## src/rtl/ff_readback.sv

```systemverilog
// ff_readback: snapshots four wide register fields on request and streams them out as
// BEAT-wide beats over a valid/ready channel, field 1 first, LSB first.
// Build option: define FF_READBACK_CHECKSUM_EN to append one XOR-checksum beat per frame.
//
// Ports:
//   clk, rst            clock, synchronous active-high reset
//   snap_req            one-cycle pulse: capture {d4,d3,d2,d1} and start a frame (IDLE only)
//   d1..d4              field values to capture (d1 least significant)
//   busy                high while a frame is being streamed
//   out_valid/out_ready beat handshake; out_data/out_last held stable while stalled
//   out_data, out_last  beat payload and end-of-frame marker
//   drop_cnt            saturating count of snap_req pulses ignored while busy
module ff_readback #(
   parameter int W1   = 64,
   parameter int W2   = 32,
   parameter int W3   = 8,
   parameter int W4   = 80,
   parameter int BEAT = 8
) (
   input  logic            clk,
   input  logic            rst,
   input  logic            snap_req,
   input  logic [W1-1:0]   d1,
   input  logic [W2-1:0]   d2,
   input  logic [W3-1:0]   d3,
   input  logic [W4-1:0]   d4,
   output logic            busy,
   output logic            out_valid,
   input  logic            out_ready,
   output logic [BEAT-1:0] out_data,
   output logic            out_last,
   output logic [7:0]      drop_cnt
);

   localparam int TOTAL = W1 + W2 + W3 + W4;
   localparam int NB    = TOTAL / BEAT;
`ifdef FF_READBACK_CHECKSUM_EN
   localparam int NBT   = NB + 1;
`else
   localparam int NBT   = NB;
`endif
   // Sized for NB+1 so the checksum beat index still fits when enabled.
   localparam int IW    = $clog2(NB + 1);
   localparam logic [IW-1:0] LAST_IDX = IW'(NBT - 1);

   generate
      if (TOTAL % BEAT != 0) begin : g_bad_beat
         $error("ff_readback: W1+W2+W3+W4 must be a multiple of BEAT");
      end
   endgenerate

   typedef enum logic {IDLE, SEND} state_t;

   state_t           state, state_nxt;
   logic [TOTAL-1:0] snap;
   logic [IW-1:0]    idx;
   logic [BEAT-1:0]  beat_sel;
   logic             at_last;

   assign at_last = (idx == LAST_IDX);

   // Beat mux written as a compare loop to keep the slice index constant.
   always_comb begin
      beat_sel = '0;
      for (int k = 0; k < NB; k++) begin
         if (idx == IW'(k)) beat_sel = snap[k*BEAT +: BEAT];
      end
`ifdef FF_READBACK_CHECKSUM_EN
      if (idx == IW'(NB)) begin
         for (int k = 0; k < NB; k++) begin
            beat_sel = beat_sel ^ snap[k*BEAT +: BEAT];
         end
      end
`endif
   end

   always_ff @(posedge clk) begin
      if (rst) state <= IDLE;
      else     state <= state_nxt;
   end

   always_comb begin
      state_nxt = state;
      busy      = 1'b0;
      out_valid = 1'b0;
      out_last  = 1'b0;
      out_data  = '0;
      case (state)
         IDLE: begin
            if (snap_req) state_nxt = SEND;
         end
         SEND: begin
            busy      = 1'b1;
            out_valid = 1'b1;
            out_last  = at_last;
            out_data  = beat_sel;
            if (out_ready && at_last) state_nxt = IDLE;
         end
         default: state_nxt = IDLE;
      endcase
   end

   // Snapshot contents are only meaningful in SEND, so they are left out of reset.
   always_ff @(posedge clk) begin
      if (rst) begin
         idx <= '0;
      end else if (state == IDLE && snap_req) begin
         snap <= {d4, d3, d2, d1};
         idx  <= '0;
      end else if (state == SEND && out_ready) begin
         idx <= at_last ? '0 : idx + 1'b1;
      end
   end

   // Any request seen in SEND is dropped, including the final-handshake cycle.
   always_ff @(posedge clk) begin
      if (rst) begin
         drop_cnt <= 8'd0;
      end else if (state == SEND && snap_req && drop_cnt != 8'hFF) begin
         drop_cnt <= drop_cnt + 8'd1;
      end
   end

endmodule

```

## config.mk

```make
export PLATFORM = sky130hd
export DESIGN_NAME = ff_readback
export DESIGN_NICKNAME = d
export VERILOG_FILES = /design/src/rtl/ff_readback.sv
export SDC_FILE = /design/constraint.sdc
export NUM_CORES = 1
export LEC_CHECK = 0
export BUFFER_PORTS_ARGS = -buffer_cell sky130_fd_sc_hd__buf_2
export CORE_MARGIN = 2
export CORE_UTILIZATION = 49
export CTS_CLUSTER_SIZE = 16
export DETAILED_ROUTE_END_ITERATION = 8
export PLACE_DENSITY = 0.77
export REMOVE_ABC_BUFFERS = 1
export SLEW_MARGIN = 20
export SYNTH_ARGS = -nofsm -noshare
export SYNTH_HDL_FRONTEND = slang
export SYNTH_SLANG_ARGS = --single-unit
```

## constraint.sdc

```tcl
create_clock -name clk -period 10 [get_ports clk]
set_clock_uncertainty 0.05 [all_clocks]
set_input_delay 2 -clock clk [delete_from_list [all_inputs] [get_ports clk]]
set_output_delay 2 -clock clk [all_outputs]
set_load 0.05 [all_outputs]
```

==> results.md, run 1 <==
- Outcome: finished, final reports clean
- Clock transition at path regs: 0.07 ns
- Final Cell Area: 10470 um2
- Vias/cell: 6.111
- I/O pin count: 207
- CP bufs+invs: 4
- Worst path arrival time: 4.02 ns
- Post-route ant nets: 0
- Core box area: 17300 um2
- Tmin final: 6.066 ns
- Diodes inserted: 0
- CP Max Fanout: 24
- Die area: 18760 um2
- CP top delay family: buffers and inverters
- CTS Sinks: 198
- Clk Latency, worst-skew pair: 0.44 ns
- Part of the cycle the worst path needs: 60.66%
- Avg Cell Area, Syn: 13.01 um2
- Ys async rst share: 0%
- Drt drc: 0
- Crit path capture type: output pin
- Antenna violations before repair: 0
- Critical Path End: out_data[5]
- CTS tree: built
- Port Buffer Count: 206
- RD Place Congestion: 0.9606
- Worst R2R End: idx[2]
- Overflow after GRT: 0
- Setup violations, final: 0
- #FFs+latches synth: 198
- Vias in the first global route: 6344
- Sw Ratio: 23.28%
- Int Pwr: 1.339 mW
- Critical setup path kind: reg2out
- Total GRT Usage: 26.10%
- Synth Instances: 666
- TritonRoute pass-1 iters: 6
- DP Cell Count: 1062
- Detail Placement HPWL: 16700 um
- Vias: 6692
- Worst path required time: 7.95 ns
- Crit. path cell count: 10
- # hold bufs at CTS: 0
- Min-Delay Path Class: reg2reg
- R2R cell count: 8
- Row Count: 48
- Largest net degree at the start of global routing: 91
- Die X-Extent: 137.0 um
- Flop pwr share: 54.8%
- Rel. slew slack: 26.03%
- Final std cells w/o fill: 1095
- Synth Warn #: 0
- Max Slew Vio Count: 0
- Comb pwr share: 6.0%
- LEAKAGE: 3.873 nW
- Clock group share of total power: 39.2%
- Commonest cells after routing, fill and taps aside: buf_2, edfxtp_1, a21oi_1
- Most common cell after layout, fill and taps aside: buf_2
- Switching pwr: 0.4064 mW
- Slew @ Worst Pin: 1.108 ns
- H-tree levels: 4
- CTS Root Cell: clkbuf_16
- Share of the synthesized area in the top cell type: 63.77%
- Maximum buffer depth of the clock tree: 2
- Hold WS: 0.4581 ns
- Critical path origin: idx[0]
- Final net count: 1051
- Worst setup margin: 3.934 ns
- CP startpoint kind: register
- CTS Buf Count: 17
- Wire per inst: 22.17 um
- RSZ-0062 raised after global routing: no
- Mapped Area: 8665 um2
- Global-route wire length before repair: 35570 um
- Slowest stage cell, crit path: clkinv_1
- Post-synth top area cell: edfxtp_1
- 1st-iter DRT viols: 913
- Cells taking the most area after synthesis: edfxtp_1, dfxtp_1, a21oi_1, nor2_1, nand2_1
- Number of enable flip-flop cells after synthesis: 184
- Post-place setup slack: 4.533 ns
- Max Freq: 164.9 MHz
- Area delta synth->final: 20.79%
- Post-CTS sizing: 0
- DIE HEIGHT: 137.0 um
- Total Routed Length: 24270 um
- Final Hold Viols: 0
- CP cell instances: inv_1 -> ha_1 -> buf_4 -> clkinv_1 -> nor2_1 -> nor4_1 -> or4_1 -> a31oi_1 -> o22ai_1 -> buf_2
- Share of layout cells above drive strength 1: 30.11%
- Initial Utilization: 50.09%
- Placed instance area: 9847 um2
- Number of setup buffers added after CTS: 0
- Max_cap viols: 0
- R2R Setup Slk: 6.93 ns
- RR Startpoint: idx[0]
- Most used DFF post-synth: edfxtp_1
- Register area share after synthesis: 67.00%
- Slowest cell delay on critical path: 0.60 ns
- Pwr Density: 166.8 nW/um2
- Netlist cell types: 72
- Setup TNS: 0 ns
- Worst VDD drop: 0.1479 mV
-- power groups by stage --
stage	combinational, mW	sequential (mW)	clock (mW)
2_1_floorplan	0.0424	0.978	0
3_3_place_gp	0.101	0.975	0
3_5_place_dp	0.102	0.974	0
4_1_cts	0.103	0.956	0.692
5_1_grt	0.113	0.958	0.722
6_report	0.105	0.957	0.685
-- state kept, by name, indices dropped and copies added (netlist names) --
| signal | count |
|---|---|
| drop_cnt | 8 |
| snap | 184 |
| idx | 5 |
| state | 1 |
-- layer usage --
layer	up-vias	global-route usage, %	wire length [um]
met2	442	40.33	11290
met3	56	5.556	2298
met4	0	10.31	754
met5	-	0	0
li1	3010	-	-
met1	3184	36.22	9932
-- layout make-up --
class                      instances  area (um2)
clock buffer                      17       425.4
clock inverter                    15       166.4
fill                            1392        6830
inverter                          16       60.06
multi-input combinational        405        2581
sequential                       198        5806
tap                              225       281.5
timing repair buffer             219        1146
-- through the flow --
| stage | total power [mW] | util (%) |
|---|---|---|
| finish | 1.746 | 60.51 |
| CTS | 1.751 | 60.35 |
| detailed placement | 1.076 | 56.93 |
| global route | 1.793 | 60.51 |
| floorplan | 1.021 | - |
| global placement | 1.076 | 56.86 |
-- kinds of logic (layout without fill, tap and decap cells) --
family                     after synthesis  after routing  share of synthesized area, %
and+or+nand+nor                        193            193                         12.29
xor gates and xnor gates                 5              5                        0.5054
adders and majority gates                6              6                        0.8664
DFF                                    198            198                         67.00
AOI/OAI and AO/OA                      199            199                         15.74
buffers and inverters                   63            267                         3.365
muxes                                    2              2                        0.2311
-- how the worst min path moves through the flow --
stage / from / to / slack (ns) / cells past startpoint
finish: drop_cnt[7] / drop_cnt[7] / 0.46 / 2
global route: drop_cnt[5] / drop_cnt[5] / 0.49 / 2
CTS: drop_cnt[7] / drop_cnt[7] / 0.46 / 2
detailed placement: drop_cnt[7] / drop_cnt[7] / 0.45 / 2
global placement: drop_cnt[7] / drop_cnt[7] / 0.44 / 2
floorplan: idx[1] / idx[1] / 0.43 / 2
-- cell usage after synthesis (5+ instances only) --
master	n
edfxtp_1	184
a21oi_1	44
nor2_1	44
nand2_1	43
o21ai_0	29
buf_2	23
nand3_1	18
o22ai_1	17
clkbuf_1	16
inv_1	15
dfxtp_1	14
a211oi_1	13
a31oi_1	12
a221oi_1	9
nor3_1	9
nand2b_1	8
nor2b_1	8
and3_1	7
o221ai_1	7
a221o_1	6
a22oi_1	6
ha_1	6
nand4_1	6
o211ai_1	6
a2bb2oi_1	5
nand3b_1	5
nand4b_1	5
nor3b_1	5
nor4_1	5
o22a_1	5
-- tightest hold or removal path: stages (launching register included) --
cell and delay (ns):
dfxtp_1 0.33, o21ai_0 0.07, a21oi_1 0.06
Note: power is estimated with default switching activity, not from simulation.
==> run 2, diff against run 1 <==
--- a/config.mk
+++ b/config.mk
@@ -7,10 +7,10 @@
 export LEC_CHECK = 0
 export BUFFER_PORTS_ARGS = -buffer_cell sky130_fd_sc_hd__buf_2
 export CORE_MARGIN = 2
-export CORE_UTILIZATION = 49
+export CORE_UTILIZATION = 54
 export CTS_CLUSTER_SIZE = 16
 export DETAILED_ROUTE_END_ITERATION = 8
-export PLACE_DENSITY = 0.77
+export PLACE_DENSITY = 0.8
 export REMOVE_ABC_BUFFERS = 1
 export SLEW_MARGIN = 20
 export SYNTH_ARGS = -nofsm -noshare
==> constraint.sdc (replaced) <==
create_clock -name clk -period 5.6 [get_ports clk]
set_clock_uncertainty 0.05 [all_clocks]
set_input_delay 1.12 -clock clk [delete_from_list [all_inputs] [get_ports clk]]
set_output_delay 1.12 -clock clk [all_outputs]
set_load 0.05 [all_outputs]
==> results.md, run 2 (synthesis results as in run 1) <==
- Outcome: finished, final reports clean
- Max Freq: 197.0 MHz
- CP bufs+invs: 2
- Post-route ant nets: 0
- # fillers: 1185
- Area delta synth->final: 20.42%
- Setup TNS: 0 ns
- Most common cell after layout, fill and taps aside: buf_2
- Diodes inserted: 0
- 1st-iter DRT viols: 1067
- CP cell instances: ha_1 -> buf_4 -> nor2b_1 -> o21bai_1 -> o21ai_0 -> a21oi_1 -> nor3_1 -> o221a_1 -> buf_2
- Worst Hold Depth: 2
- # hold bufs at CTS: 0
- I/O pin count: 207
- Int Pwr: 2.462 mW
- Row Count: 46
- Rel. slew slack: 31.06%
- Die area: 17070 um2
- Tmin final: 5.075 ns
- Clock transition at path regs: 0.06 ns
- Worst path required time: 4.43 ns
- Pwr Total: 3.122 mW
- Core box area: 15770 um2
- CP top delay family: simple AND/OR/NAND/NOR gates
- Pwr Density: 299.2 nW/um2
- Slowest cell delay on critical path: 0.69 ns
- Largest Register: snap
- Commonest cells after routing, fill and taps aside: buf_2, edfxtp_1, a21oi_1
- Number of setup buffers added after CTS: 0
- Comb pwr share: 5.9%
- Worst path arrival time: 3.90 ns
- Setup violations, final: 0
- Antenna violations before repair: 0
- DIE HEIGHT: 130.7 um
- Worst VDD drop: 0.2205 mV
- Vias: 6713
- Slowest stage cell, crit path: ha_1
- Final net count: 1052
- CTS Sinks: 198
- Share of layout cells above drive strength 1: 29.54%
- H-tree levels: 4
- Crit. path cell count: 9
- Die X-Extent: 130.7 um
- R2R cell count: 7
- LEAKAGE: 3.852 nW
- Top Registers: snap x184, drop_cnt x8, idx x5
- Max_cap viols: 0
- Total Routed Length: 23530 um
- TritonRoute pass-1 iters: 7
- Post-CTS sizing: 0
- Max Slew Vio Count: 0
- RD Place Congestion: 0.9429
- Flop pwr share: 54.7%
- Switching pwr: 0.6607 mW
- CP startpoint kind: register
- Min-Delay Path Class: reg2reg
- CTS Buf Count: 17
- Largest register FFs: 184
- Global-route wire length before repair: 35050 um
- Total GRT Usage: 28.06%
- Wire per inst: 21.66 um
- Vias/cell: 6.181
- Worst setup margin: 0.5251 ns
- CTS Root Cell: clkbuf_16
- Clk Latency, worst-skew pair: 0.43 ns
- CTS tree: built
- Part of the cycle the worst path needs: 90.62%
- RSZ-0062 raised after global routing: no
- CP Max Fanout: 19
- Maximum buffer depth of the clock tree: 2
- Slew @ Worst Pin: 1.033 ns
- Post-place setup slack: 1.125 ns
- Crit path capture type: output pin
- Vias in the first global route: 6369
- Initial Utilization: 54.94%
- Drt drc: 0
- Detail Placement HPWL: 16600 um
- Sw Ratio: 21.16%
- Port Buffer Count: 206
- Overflow after GRT: 0
- Critical setup path kind: reg2out
- Clock group share of total power: 39.4%
- Final Hold Viols: 0
- Largest net degree at the start of global routing: 83
==> run 2: worst min-delay path, cell delays in order, from the launching register on <==
cell and delay, ns:
dfxtp_1 0.33, o21ai_0 0.07, a21oi_1 0.06
==> run 2: area by class of cell <==
| type | instances | area (um2) | area share, % |
|---|---|---|---|
| clock buffer | 21 | 440.4 | 4.221 |
| clock inverter | 10 | 146.4 | 1.403 |
| inverter | 16 | 60.06 | 0.5756 |
| multi-input combinational | 405 | 2575 | 24.68 |
| sequential | 198 | 5806 | 55.64 |
| tap | 216 | 270.3 | 2.590 |
| timing repair buffer | 220 | 1136 | 10.89 |
==> run 2: metal layers <==
metal	wire length (um)	track usage, %	vias to the layer above
met2	11010	43.78	457
met3	2355	7.248	67
met5	0	0	-
li1	-	-	3007
met4	755	10.33	0
met1	9407	38.48	3182
==> run 2: stage by stage <==
stage               hold WS [ns]  utilization, %  area (um2)  cells
CTS                       0.4697           66.16       10430   1086
finish                    0.4662           66.16       10430   1086
detailed placement        0.4561           62.44        9847   1055
global placement          0.4325           62.44        9847   1055
global route              0.5040           66.16       10430   1086
floorplan                 0.4273               -        8433    619
==> run 2: final timing paths <==
path	endpoint	slack [ns]	from
worst max-delay path	out_data[6]	0.53	idx[0]
worst min-delay path	drop_cnt[7]	0.47	drop_cnt[7]
worst max register to register	idx[2]	2.81	idx[0]
worst min register to register	drop_cnt[7]	0.47	drop_cnt[7]
==> run 2: power by group through the flow <==
stage	combinational, mW	clock [mW]	sequential, mW
floorplan	0.0758	0	1.75
global placement	0.183	0	1.74
detailed placement	0.183	0	1.74
CTS	0.185	1.24	1.71
global route	0.200	1.30	1.71
finish	0.185	1.23	1.71
==> run 3, diff against run 2 <==
--- a/config.mk
+++ b/config.mk
@@ -6,11 +6,9 @@
 export NUM_CORES = 1
 export LEC_CHECK = 0
 export BUFFER_PORTS_ARGS = -buffer_cell sky130_fd_sc_hd__buf_2
-export CORE_MARGIN = 2
-export CORE_UTILIZATION = 54
+export CORE_UTILIZATION = 30
 export CTS_CLUSTER_SIZE = 16
 export DETAILED_ROUTE_END_ITERATION = 8
-export PLACE_DENSITY = 0.8
 export REMOVE_ABC_BUFFERS = 1
 export SLEW_MARGIN = 20
 export SYNTH_ARGS = -nofsm -noshare
==> results.md, run 3 (synthesis results as in run 1) <==
- Tmin final: 4.997 ns
- Area of the multi-input gates: 2575 um2
- Post-CTS sizing: 0
- Min-Delay Path Class: reg2reg
- Vias in the first global route: 6429
- Placed instance area: 10070 um2
- RR Startpoint: idx[0]
- Setup violations, final: 0
- # hold bufs at CTS: 0
- Wire per inst: 21.90 um
- CP startpoint kind: register
- RD Place Congestion: 0.9199
- Slew @ Worst Pin: 1.086 ns
- LEAKAGE: 3.905 nW
- TritonRoute pass-1 iters: 5
- Vias/cell: 5.236
- # fillers: 2791
- Pwr Total: 3.206 mW
- CTS Root Cell: clkbuf_16
- CTS Sinks: 198
- Rel. slew slack: 27.63%
- Critical path origin: idx[4]
- DIE HEIGHT: 171.9 um
- Clock transition at path regs: 0.07 ns
- Post-route core utilization: 38.06%
- Outcome: finished, final reports clean
- Antenna violations before repair: 0
- Number of setup buffers added after CTS: 0
- Total Routed Length: 27410 um
- Final net count: 1055
- Final Hold Viols: 0
- Max Freq: 200.1 MHz
- Largest net degree at the start of global routing: 86
- Setup TNS: 0 ns
- Largest register FFs: 184
- H-tree levels: 4
- Max Slew Vio Count: 0
- I/O pin count: 207
- Row Count: 61
- Commonest cells after routing, fill and taps aside: buf_2, edfxtp_1, a21oi_1
- Clk Latency, worst-skew pair: 0.44 ns
- CTS tree: built
- Critical Path End: out_data[5]
- 1st-iter DRT viols: 625
- Post-route ant nets: 0
- Critical setup path kind: reg2out
- Port Buffer Count: 206
- Pwr Density: 299.9 nW/um2
- Worst Hold Depth: 2
- Vias: 6556
- Max_cap viols: 0
- Core box area: 28090 um2
- Hold wc startpoint: drop_cnt[7]
- Worst R2R End: idx[2]
- Crit path capture type: output pin
- DP Cell Count: 1220
- Worst path arrival time: 3.83 ns
- Largest Register: snap
- Initial Utilization: 30.85%
- Detail Placement HPWL: 19940 um
- Most common cell after layout, fill and taps aside: buf_2
- Area delta synth->final: 23.38%
- Worst VDD drop: 0.1672 mV
- Share of layout cells above drive strength 1: 30.32%
- R2R cell count: 7
- Die area: 29570 um2
- Part of the cycle the worst path needs: 89.22%
- Top Registers: snap x184, drop_cnt x8, idx x5
- Final Cell Area: 10690 um2
- Storage cell area: 5806 um2
- Maximum buffer depth of the clock tree: 2
- R2R Setup Slk: 2.97 ns
- Die X-Extent: 171.9 um
- Global-route wire length before repair: 39610 um
- Worst path required time: 4.43 ns
- Overflow after GRT: 0
- Diodes inserted: 0
- CTS Buf Count: 17
- Final std cells w/o fill: 1252
- CP Max Fanout: 33
- RSZ-0062 raised after global routing: no
- Total GRT Usage: 18.70%
- Drt drc: 0
## run 3: cell types whose count changed in the layout (fill, tap and decap cells not counted), moves of 2 or more
cell,previous run,this run
clkinv_2,0,4
clkbuf_1,4,0
inv_8,0,2
clkinvlp_4,4,0
buf_4,14,17
## run 3: layer usage
metal	GRT usage (%)	vias to the layer above	wire, um
li1	-	3003	-
met1	26.26	3204	12190
met2	28.40	309	12730
met3	3.067	40	1708
met4	8.119	0	788
met5	0	-	0
## run 3: worst min-delay path by stage
stage	endpoint	slack, ns
5_1_grt	drop_cnt[7]	0.48
3_5_place_dp	drop_cnt[7]	0.45
6_report	drop_cnt[7]	0.46
3_3_place_gp	drop_cnt[7]	0.44
4_1_cts	drop_cnt[7]	0.46
2_1_floorplan	idx[1]	0.43
## run 3: critical path, stage by stage (launching register included)
cell	delay [ns]
dfxtp_1	1.04
inv_1	0.16
ha_1	0.52
a21oi_1	0.34
nand4_1	0.10
or4_1	0.43
a31oi_1	0.38
o22ai_1	0.17
buf_2	0.24
## run 3: layout make-up
| cell class | count | area share (%) |
|---|---|---|
| Inverter | 16 | 0.5618 |
| Tap cell | 378 | 4.424 |
| Timing Repair Buffer | 223 | 10.84 |
| Clock inverter | 15 | 1.802 |
| Sequential cell | 198 | 54.31 |
| Clock buffer | 17 | 3.979 |
| Multi-Input combinational cell | 405 | 24.09 |
## run 3: report_power, final
part           switching (mW)  internal [mW]
sequential             0.0303           1.68
combinational           0.115         0.0757
clock                   0.588          0.717
total                   0.733           2.47
## run 3: stage by stage
step	setup slack, ns	hold slack [ns]
2_1_floorplan	-4.003	0.4273
3_3_place_gp	1.129	0.4351
3_5_place_dp	1.100	0.4512
4_1_cts	0.6232	0.4625
5_1_grt	0.3864	0.4815
6_report	0.6035	0.4597
